==> src/rtl/mips_pkg.sv <==
// Shared constants for the multicycle MIPS controller: opcodes, funct codes,
// ALU codes, state encoding and the per-state control word.
package mips_pkg;

  localparam int STATE_W = 4;

  localparam logic [5:0] OP_RTYPE = 6'h00;
  localparam logic [5:0] OP_LW    = 6'h23;
  localparam logic [5:0] OP_SW    = 6'h2B;
  localparam logic [5:0] OP_BEQ   = 6'h04;
  localparam logic [5:0] OP_ADDI  = 6'h08;
  localparam logic [5:0] OP_J     = 6'h02;

  localparam logic [5:0] F_ADD = 6'h20;
  localparam logic [5:0] F_SUB = 6'h22;
  localparam logic [5:0] F_AND = 6'h24;
  localparam logic [5:0] F_OR  = 6'h25;
  localparam logic [5:0] F_SLT = 6'h2A;

  localparam logic [2:0] ALU_ADD = 3'b010;
  localparam logic [2:0] ALU_SUB = 3'b110;
  localparam logic [2:0] ALU_AND = 3'b000;
  localparam logic [2:0] ALU_OR  = 3'b001;
  localparam logic [2:0] ALU_SLT = 3'b111;

  localparam logic [1:0] ALUOP_NONE  = 2'b00;
  localparam logic [1:0] ALUOP_ADD   = 2'b01;
  localparam logic [1:0] ALUOP_SUB   = 2'b10;
  localparam logic [1:0] ALUOP_FUNCT = 2'b11;

  typedef enum logic [STATE_W-1:0] {
    S_FETCH   = 4'd0,
    S_DECODE  = 4'd1,
    S_MEMADR  = 4'd2,
    S_MEMRD   = 4'd3,
    S_MEMWB   = 4'd4,
    S_MEMWR   = 4'd5,
    S_EXECUTE = 4'd6,
    S_ALUWB   = 4'd7,
    S_BRANCH  = 4'd8,
    S_ADDIEX  = 4'd9,
    S_ADDIWB  = 4'd10,
    S_JUMP    = 4'd11
  } state_t;

  typedef struct packed {
    logic       mem_req;
    logic       mem_write;
    logic       iord;
    logic       pc_write;
    logic       branch;
    logic [1:0] pc_src;
    logic       alu_src_a;
    logic [1:0] alu_src_b;
    logic [1:0] aluop;
    logic       reg_write;
    logic       reg_dst;
    logic       mem_to_reg;
  } ctrl_t;

  function automatic ctrl_t state_ctrl(input state_t s);
    ctrl_t c;
    c       = '0;
    c.aluop = ALUOP_ADD;
    case (s)
      S_FETCH:   begin c.mem_req = 1'b1; c.alu_src_b = 2'b01; end
      S_DECODE:  c.alu_src_b = 2'b11;
      S_MEMADR,
      S_ADDIEX:  begin c.alu_src_a = 1'b1; c.alu_src_b = 2'b10; end
      S_MEMRD:   begin c.mem_req = 1'b1; c.iord = 1'b1; end
      S_MEMWB:   begin c.reg_write = 1'b1; c.mem_to_reg = 1'b1; end
      S_MEMWR:   begin c.mem_req = 1'b1; c.mem_write = 1'b1; c.iord = 1'b1; end
      S_EXECUTE: begin c.alu_src_a = 1'b1; c.aluop = ALUOP_FUNCT; end
      S_ALUWB:   begin c.reg_write = 1'b1; c.reg_dst = 1'b1; end
      S_BRANCH:  begin
        c.alu_src_a = 1'b1;
        c.aluop     = ALUOP_SUB;
        c.pc_src    = 2'b01;
        c.branch    = 1'b1;
      end
      S_ADDIWB:  c.reg_write = 1'b1;
      S_JUMP:    begin c.pc_src = 2'b10; c.pc_write = 1'b1; end
      default:   c = '0;
    endcase
    return c;
  endfunction

  // Reset parks the selects on their FETCH values with no request outstanding.
  function automatic ctrl_t reset_ctrl();
    ctrl_t c;
    c         = state_ctrl(S_FETCH);
    c.mem_req = 1'b0;
    return c;
  endfunction

endpackage

==> src/rtl/multicycle_controller_if.sv <==
// Controller <-> datapath bundle: IR fields and flags in, enables and selects out.
interface multicycle_controller_if;
  logic [5:0] op;
  logic [5:0] funct;
  logic       zero;
  logic       mem_ready;
  logic       mem_req;
  logic       mem_write;
  logic       iord;
  logic       ir_write;
  logic       pc_en;
  logic [1:0] pc_src;
  logic       alu_src_a;
  logic [1:0] alu_src_b;
  logic [2:0] alucontrol;
  logic       reg_write;
  logic       reg_dst;
  logic       mem_to_reg;
  logic       illegal_op;

  modport master (
    input  op, funct, zero, mem_ready,
    output mem_req, mem_write, iord, ir_write, pc_en, pc_src, alu_src_a,
           alu_src_b, alucontrol, reg_write, reg_dst, mem_to_reg, illegal_op
  );

  modport slave (
    output op, funct, zero, mem_ready,
    input  mem_req, mem_write, iord, ir_write, pc_en, pc_src, alu_src_a,
           alu_src_b, alucontrol, reg_write, reg_dst, mem_to_reg, illegal_op
  );
endinterface

==> src/rtl/alu_decoder.sv <==
// Combinational ALU control: aluop selects add/sub/idle or decodes funct,
// flagging funct values outside the supported set.
module alu_decoder
  import mips_pkg::*;
(
  input  logic [1:0] i_aluop,
  input  logic [5:0] i_funct,
  output logic [2:0] o_alucontrol,
  output logic       o_funct_illegal
);

  always_comb begin
    o_alucontrol    = ALU_AND;
    o_funct_illegal = 1'b0;
    case (i_aluop)
      ALUOP_ADD: o_alucontrol = ALU_ADD;
      ALUOP_SUB: o_alucontrol = ALU_SUB;
      ALUOP_FUNCT: begin
        case (i_funct)
          F_ADD:   o_alucontrol = ALU_ADD;
          F_SUB:   o_alucontrol = ALU_SUB;
          F_AND:   o_alucontrol = ALU_AND;
          F_OR:    o_alucontrol = ALU_OR;
          F_SLT:   o_alucontrol = ALU_SLT;
          default: begin
            o_alucontrol    = ALU_ADD;
            o_funct_illegal = 1'b1;
          end
        endcase
      end
      default: o_alucontrol = ALU_AND;
    endcase
  end

endmodule

==> src/rtl/multicycle_controller.sv <==
// Multicycle MIPS FSM controller; Moore control word registered from next state.
// CPI lw 5, sw/R/addi 4, beq/j 3, illegal 2; each low mem_ready cycle in a memory state adds 1.
// MULTICYCLE_MEM_HANDSHAKE_EN enables mem_ready stalls; otherwise memory is assumed always ready.
module multicycle_controller
  import mips_pkg::*;
(
  input  logic                   clk,
  input  logic                   reset_n,
  multicycle_controller_if.master bus
);

  state_t     r_state;
  state_t     w_next;
  ctrl_t      r_ctrl;
  ctrl_t      w_ctrl;
  logic       w_ready;
  logic       w_bad_state;
  logic       w_fetch_go;
  logic       w_op_illegal;
  logic       w_funct_illegal;
  logic [2:0] w_alucontrol;

`ifdef MULTICYCLE_MEM_HANDSHAKE_EN
  assign w_ready = bus.mem_ready;
`else
  logic w_unused_mem_ready;
  assign w_unused_mem_ready = bus.mem_ready;
  assign w_ready            = 1'b1;
`endif

  // Encodings 12-15 are dead; silence every output if one is ever reached.
  assign w_bad_state = (r_state > S_JUMP);
  assign w_ctrl      = w_bad_state ? '0 : r_ctrl;

  // mem_req is low in the first cycle after reset, which keeps FETCH idle there.
  assign w_fetch_go  = (r_state == S_FETCH) && w_ctrl.mem_req && w_ready;

  always_comb begin
    case (bus.op)
      OP_RTYPE, OP_LW, OP_SW, OP_BEQ, OP_ADDI, OP_J: w_op_illegal = 1'b0;
      default:                                        w_op_illegal = 1'b1;
    endcase
  end

  always_comb begin
    w_next = S_FETCH;
    case (r_state)
      S_FETCH:  w_next = w_fetch_go ? S_DECODE : S_FETCH;
      S_DECODE: begin
        case (bus.op)
          OP_LW, OP_SW: w_next = S_MEMADR;
          OP_RTYPE:     w_next = S_EXECUTE;
          OP_BEQ:       w_next = S_BRANCH;
          OP_ADDI:      w_next = S_ADDIEX;
          OP_J:         w_next = S_JUMP;
          default:      w_next = S_FETCH;
        endcase
      end
      S_MEMADR:  w_next = (bus.op == OP_SW) ? S_MEMWR : S_MEMRD;
      S_MEMRD:   w_next = w_ready ? S_MEMWB : S_MEMRD;
      S_MEMWR:   w_next = w_ready ? S_FETCH : S_MEMWR;
      S_EXECUTE: w_next = S_ALUWB;
      S_ADDIEX:  w_next = S_ADDIWB;
      default:   w_next = S_FETCH;
    endcase
  end

  always_ff @(posedge clk or negedge reset_n) begin
    if (!reset_n) begin
      r_state <= S_FETCH;
      r_ctrl  <= reset_ctrl();
    end else begin
      r_state <= w_next;
      r_ctrl  <= state_ctrl(w_next);
    end
  end

  alu_decoder u_alu_decoder (
    .i_aluop         (w_ctrl.aluop),
    .i_funct         (bus.funct),
    .o_alucontrol    (w_alucontrol),
    .o_funct_illegal (w_funct_illegal)
  );

  assign bus.mem_req    = w_ctrl.mem_req;
  assign bus.mem_write  = w_ctrl.mem_write;
  assign bus.iord       = w_ctrl.iord;
  assign bus.ir_write   = w_fetch_go;
  assign bus.pc_en      = w_ctrl.pc_write | w_fetch_go | (w_ctrl.branch & bus.zero);
  assign bus.pc_src     = w_ctrl.pc_src;
  assign bus.alu_src_a  = w_ctrl.alu_src_a;
  assign bus.alu_src_b  = w_ctrl.alu_src_b;
  assign bus.alucontrol = w_alucontrol;
  assign bus.reg_write  = w_ctrl.reg_write;
  assign bus.reg_dst    = w_ctrl.reg_dst;
  assign bus.mem_to_reg = w_ctrl.mem_to_reg;
  assign bus.illegal_op = ((r_state == S_DECODE) && w_op_illegal) || w_funct_illegal;

endmodule

==> src/flat_wrapper.sv <==
// flat-port wrapper written by rule: the top's interface ports become plain ports
module multicycle_controller_flat import mips_pkg::*;
  (clk, reset_n, bus_op, bus_funct, bus_zero, bus_mem_ready, bus_mem_req, bus_mem_write, bus_iord, bus_ir_write, bus_pc_en, bus_pc_src, bus_alu_src_a, bus_alu_src_b, bus_alucontrol, bus_reg_write, bus_reg_dst, bus_mem_to_reg, bus_illegal_op);
  multicycle_controller_if bus_i ();
  input  logic clk;
  input  logic reset_n;
  input wire logic [$bits(bus_i.op)-1:0] bus_op;
  input wire logic [$bits(bus_i.funct)-1:0] bus_funct;
  input wire logic [$bits(bus_i.zero)-1:0] bus_zero;
  input wire logic [$bits(bus_i.mem_ready)-1:0] bus_mem_ready;
  output wire logic [$bits(bus_i.mem_req)-1:0] bus_mem_req;
  output wire logic [$bits(bus_i.mem_write)-1:0] bus_mem_write;
  output wire logic [$bits(bus_i.iord)-1:0] bus_iord;
  output wire logic [$bits(bus_i.ir_write)-1:0] bus_ir_write;
  output wire logic [$bits(bus_i.pc_en)-1:0] bus_pc_en;
  output wire logic [$bits(bus_i.pc_src)-1:0] bus_pc_src;
  output wire logic [$bits(bus_i.alu_src_a)-1:0] bus_alu_src_a;
  output wire logic [$bits(bus_i.alu_src_b)-1:0] bus_alu_src_b;
  output wire logic [$bits(bus_i.alucontrol)-1:0] bus_alucontrol;
  output wire logic [$bits(bus_i.reg_write)-1:0] bus_reg_write;
  output wire logic [$bits(bus_i.reg_dst)-1:0] bus_reg_dst;
  output wire logic [$bits(bus_i.mem_to_reg)-1:0] bus_mem_to_reg;
  output wire logic [$bits(bus_i.illegal_op)-1:0] bus_illegal_op;
  assign bus_i.op = bus_op;
  assign bus_i.funct = bus_funct;
  assign bus_i.zero = bus_zero;
  assign bus_i.mem_ready = bus_mem_ready;
  assign bus_mem_req = bus_i.mem_req;
  assign bus_mem_write = bus_i.mem_write;
  assign bus_iord = bus_i.iord;
  assign bus_ir_write = bus_i.ir_write;
  assign bus_pc_en = bus_i.pc_en;
  assign bus_pc_src = bus_i.pc_src;
  assign bus_alu_src_a = bus_i.alu_src_a;
  assign bus_alu_src_b = bus_i.alu_src_b;
  assign bus_alucontrol = bus_i.alucontrol;
  assign bus_reg_write = bus_i.reg_write;
  assign bus_reg_dst = bus_i.reg_dst;
  assign bus_mem_to_reg = bus_i.mem_to_reg;
  assign bus_illegal_op = bus_i.illegal_op;
  multicycle_controller u_core (.clk(clk), .reset_n(reset_n), .bus(bus_i));
endmodule
==> config.mk <==
export PLATFORM = sky130hd
export DESIGN_NAME = multicycle_controller_flat
export DESIGN_NICKNAME = d
export VERILOG_FILES = /design/src/rtl/mips_pkg.sv /design/src/rtl/multicycle_controller_if.sv /design/src/rtl/alu_decoder.sv /design/src/rtl/multicycle_controller.sv /design/src/flat_wrapper.sv
export SDC_FILE = /design/constraint.sdc
export NUM_CORES = 1
export LEC_CHECK = 0
export BUFFER_PORTS_ARGS = -buffer_cell sky130_fd_sc_hd__buf_2
export CORE_MARGIN = 10
export CORE_UTILIZATION = 53
export DETAILED_ROUTE_END_ITERATION = 12
export PLACE_DENSITY = 0.84
export SYNTH_ARGS = -nofsm -noshare
export SYNTH_HDL_FRONTEND = slang
export SYNTH_SLANG_ARGS = --single-unit
export TNS_END_PERCENT = 5
==> constraint.sdc <==
create_clock -name clk -period 3.62 [get_ports clk]
set_input_delay 0.543 -clock clk [delete_from_list [all_inputs] [get_ports clk]]
set_output_delay 0.543 -clock clk [all_outputs]
set_load 0.005 [all_outputs]
# After elaboration in Yosys (flattened, before gate mapping)
# Index checks and enable logic that the tools add are counted.
totals:
  regBits: 19
  inputBits: 16
  out_inout_bits: 17
op_classes:
  order_cmp: 1
  eq_ne: 29
  mux: 22
  bitwise_logic: 3
  n_reduce_logical: 15
op_table:
  columns: ["op", "count"]
  rows:
  - ["$eq A6 B6 Y1 const B", 7]
  - ["$pmux W4 S6", 1]
  - ["$eq A4 B3 Y1 const B", 5]
  - ["$eq A4 B4 Y1 const B", 5]
  - ["$pmux W4 S5", 1]
  - ["$eq A4 B2 Y1 const B", 4]
  - ["$mux W15", 1]
  - ["$mux W1", 13]
  - ["$pmux W2 S3", 2]
  - ["$pmux W3 S4", 1]
  - ["$reduce_or A10 Y1", 1]
  - ["$pmux W3 S3", 1]
  - ["$eq A4 B1 Y1 const B", 2]
  - ["$logic_not A4 Y1", 2]
  - ["$eq A6 B2 Y1 const B", 1]
  - ["$eq A6 B3 Y1 const B", 1]
  - ["$eq A6 B4 Y1 const B", 1]
  - ["$logic_not A6 Y1", 1]
  - ["$reduce_or A2 Y1", 3]
  - ["$reduce_or A3 Y1", 2]
  - ["$reduce_or A6 Y1", 1]
  - ["$reduce_or A5 Y1", 1]
  - ["$eq A2 B2 Y1 const B", 2]
  - ["$gt A4 B4 Y1 const B", 1]
  - ["8 further kinds", 10]

# Logic depth before layout (Yosys ltp)
logic_depth:
  depth_word: 8
  mapped_depth: 7
  depth_no_buf: 6

# Modules after synthesis
# A second synthesis with hierarchy kept.
unflattened:
  hier_cells: 117
  area_unflattened_um2: 1082.3
by_module_without_submodules:
  columns: ["module", "n_inst", "cells_each", "area_per_inst_um2"]
  rows:
  - ["multicycle_controller", 1, 104, 970.9]
  - ["alu_decoder", 1, 13, 111.4]

# Worst setup path after synthesis
# OpenSTA, ideal clock, no wires.
synth_path:
  path_type: "input -> output"
  start: "input port bus_op[3]"
  end: "output port bus_illegal_op"
  t_arrival_ns: 1.451
  required_time_ns: 3.077
  slack_ns: 1.626
  cell_stages: 5
  n_path_buf: 1
  cell_sequence: "buf_6 -> maj3_1 -> o32a_1 -> o21ai_1 -> o21ai_1"
synth_via:
  elab_chain_cells: 5
  elab_cells_between_ends: 10
  cone_classes: "eq/ne: 5; mux: 1; reduce/logical: 4"
synth_rtl:
  columns: ["item", "line", "text"]
  rows:
  - ["start: declaration", "flat_wrapper.sv:7", "input wire logic [$bits(bus_i.op)-1:0] bus_op;"]
  - ["$eq A6 B6 Y1 (tied with other cells)", "multicycle_controller.sv:39", "case (bus.op)"]
  - ["$reduce_or A6 Y1 (*)", "multicycle_controller.sv:39", null]
  - ["$mux W1 (*)", "multicycle_controller.sv:39", null]
  - ["$logic_and A1 B1 Y1 (*)", "multicycle_controller.sv:97", "assign bus.illegal_op = ((r_state == S_DECODE) && w_op_illegal) || w_funct_illegal;"]
  - ["$logic_or A1 B1 Y1 (*)", "multicycle_controller.sv:97", null]
  - ["end: declaration", "flat_wrapper.sv:23", "output wire logic [$bits(bus_i.illegal_op)-1:0] bus_illegal_op;"]
# Every way passes the cells marked *; elsewhere a longest branch is shown, timed or not.

# Worst setup path after layout
# Same ends and word-level chain as after synthesis.

==> run metrics <==
status=finished clean; RSZ-0062 raised after global routing=no; ANT nets after route=0; reg2reg end=u_core.r_ctrl[7]$_DFF_PN0_; Antenna diodes=0; largest net degree at the start of global routing=19; R2R cell count=5; dominant synthesized flop cell=dfrtp_1; Worst EP required=3080 ps; DP Cell Count=164; CTS tree=done; clock power share=17.2%; # hold bufs at CTS=0; GRT overflow=0; min setup slack post-route=1360 ps; via count=954; crit-path max FO=8; Critical path origin=bus_op[3]; Syn Nets=126; Max-slew headroom=69.6%; Die X=64.7 um; initial antenna violation count=0; IO buf count=31; Die H=64.7 um; initial core utilization=55.1%; Die ar.=4190 um2; Leak=0.614 nW; synth warn=0; library cells used by synthesis=43; Detailed Place HPWL=2020 um; register share of total power=39.8%; share of cells above drive strength 1=33.3%; Peak Freq=442 MHz; drt wl/cell=15.4 um; startpoint types=input port; CTS HTree Levels=1; Min Hold Slack=157 ps; Synth top area share=37.8%; Vias per Instance=5.68; power per cell area=567 nW/um2; Comb pwr share=43.0%; number of global-route vias before repair=1,001; GPL Wtd Cong=0.866; count of pins over their slew limit=0; Clock Path Buffers=2; final cell count without fillers=168; Setup crit end=bus_illegal_op; most frequent cells in the layout=31 x buf_2, 16 x dfrtp_1, 14 x and2_1, 8 x nor2_1; peak supply drop=0.000322 V; Layout Nets=158; FF+latch count, synth=18; sw power=0.263 mW; CP endpoint kind=primary output; final hold violation count=0; Mapped Cells=110; Area growth syn-to-layout=18.9%; Final period util=62.6%; WS Path Type=in -> out; 1st-iter DRT viols=54; Post-synth EDFFs=0; Worst R2R Start=u_core.r_state[1]$_DFF_PN0_; register area share after synthesis=42.7%; first-pass GRT wire length=4280 um; post-CTS sizing=0; Multi-input gate area=559 um2; Tot GR Track Use=12.4%; setup bufs post-CTS=0; Sink Count=18; I/O pin cnt=33; HP Class=in -> async; most common cell after layout, fill and taps aside=buf_2; Setup TNS=0 ps; Worst-path clk slew=110 ps; sw frac=36.8%; register area=453 um2; dominant cells by area after synthesis=dfrtp_1 38%, and2_1 8.3%, dfstp_2 5.0%; flop2flop setup slack=1790 ps; asr flop ratio synth=100%; area leader, netlist=dfrtp_1; 1st-pass router iterations=4; total of max-cap violations=0; Finish-stage setup viols=0; Netlist Area Pre-Place=1060 um2; fillcell total=175; P_int=0.452 mW; min Tclk post-route=2260 ps; Worst-Margin Slew=453 ps; num rows=16; clk_lat worst skew=290 ps; Layout Skew=9.06 ps; CTS root buf=clkbuf_4; drt total wl=2590 um; pre-CTS WS=1350 ps; WP data arrival=1720 ps; DR DRC count=0; TritonCTS buffer count=3; total core area=1920 um2; Avg Cell Area, Syn=9.63 um2
## flip-flops by register name, indices dropped and copies added (netlist names)
register	count
u_core.r_ctrl	14
u_core.r_state	4
## cells in the mapped netlist (3+ instances only)
cell	number
nand4_1	3
dfrtp_1	16
o21ai_1	5
nand3_1	3
nor2_1	8
nor3_1	4
nand2b_1	4
nor3b_1	3
inv_1	5
and2_1	14
nand2_1	4
## power by group through the flow
stage | Combinational [mW] | Sequential (mW) | Clock, mW
2_1_floorplan | 0.219 | 0.264 | 0
4_1_cts | 0.309 | 0.284 | 0.122
6_report | 0.307 | 0.284 | 0.123
3_5_place_dp | 0.304 | 0.287 | 0
5_1_grt | 0.336 | 0.290 | 0.133
3_3_place_gp | 0.294 | 0.284 | 0
## cell type report
type | count | share of cell area, %
Clock buffer | 4 | 2.88
Multi-Input combinational cell | 82 | 44.4
Inverter | 6 | 1.79
Timing Repair Buffer | 31 | 12.3
Tap cell | 27 | 2.68
Sequential cell | 18 | 35.9
## critical path, stage by stage
cell and delay, ps:
buf_2 150, maj3_1 350, o32a_1 290, o21ai_1 170, o21ai_1 80, buf_2 130
## kinds of logic after synthesis
group / synth area share (%)
xor gates and xnor gates: 2.48
adders and majority gates: 0.945
and+or+nand+nor: 30.7
buffers and inverters: 4.49
DFF: 42.7
AOI/OAI and AO/OA: 18.7
## metal layers
metal  routed length [um]  up-vias  GRT usage (%)
li1                     -      459              -
met1                 1050      455           13.4
met3                  195        4           3.95
met2                 1320       36           21.2
met5                    0        -              0
met4                   21        0           6.42
## worst min-delay path by stage
stage	from	to	slack [ps]
2_1_floorplan	reset_n	u_core.r_ctrl[0]$_DFF_PN0_	250
3_3_place_gp	reset_n	u_core.r_ctrl[8]$_DFF_PN0_	480
3_5_place_dp	reset_n	u_core.r_ctrl[11]$_DFF_PN0_	490
4_1_cts	reset_n	u_core.r_ctrl[11]$_DFF_PN0_	170
6_report	reset_n	u_core.r_ctrl[8]$_DFF_PN0_	160
5_1_grt	reset_n	u_core.r_ctrl[6]$_DFF_PN0_	170
## metrics by stage
step,power (mW),cell area (um2),utilization (%)
after floorplan,0.483,1060,-
after global placement,0.578,1220,63.7
after detailed placement,0.591,1220,63.7
after global routing,0.759,1260,65.6
final,0.714,1260,65.6
after CTS,0.714,1260,65.6
(Power assumes the default switching activity.)
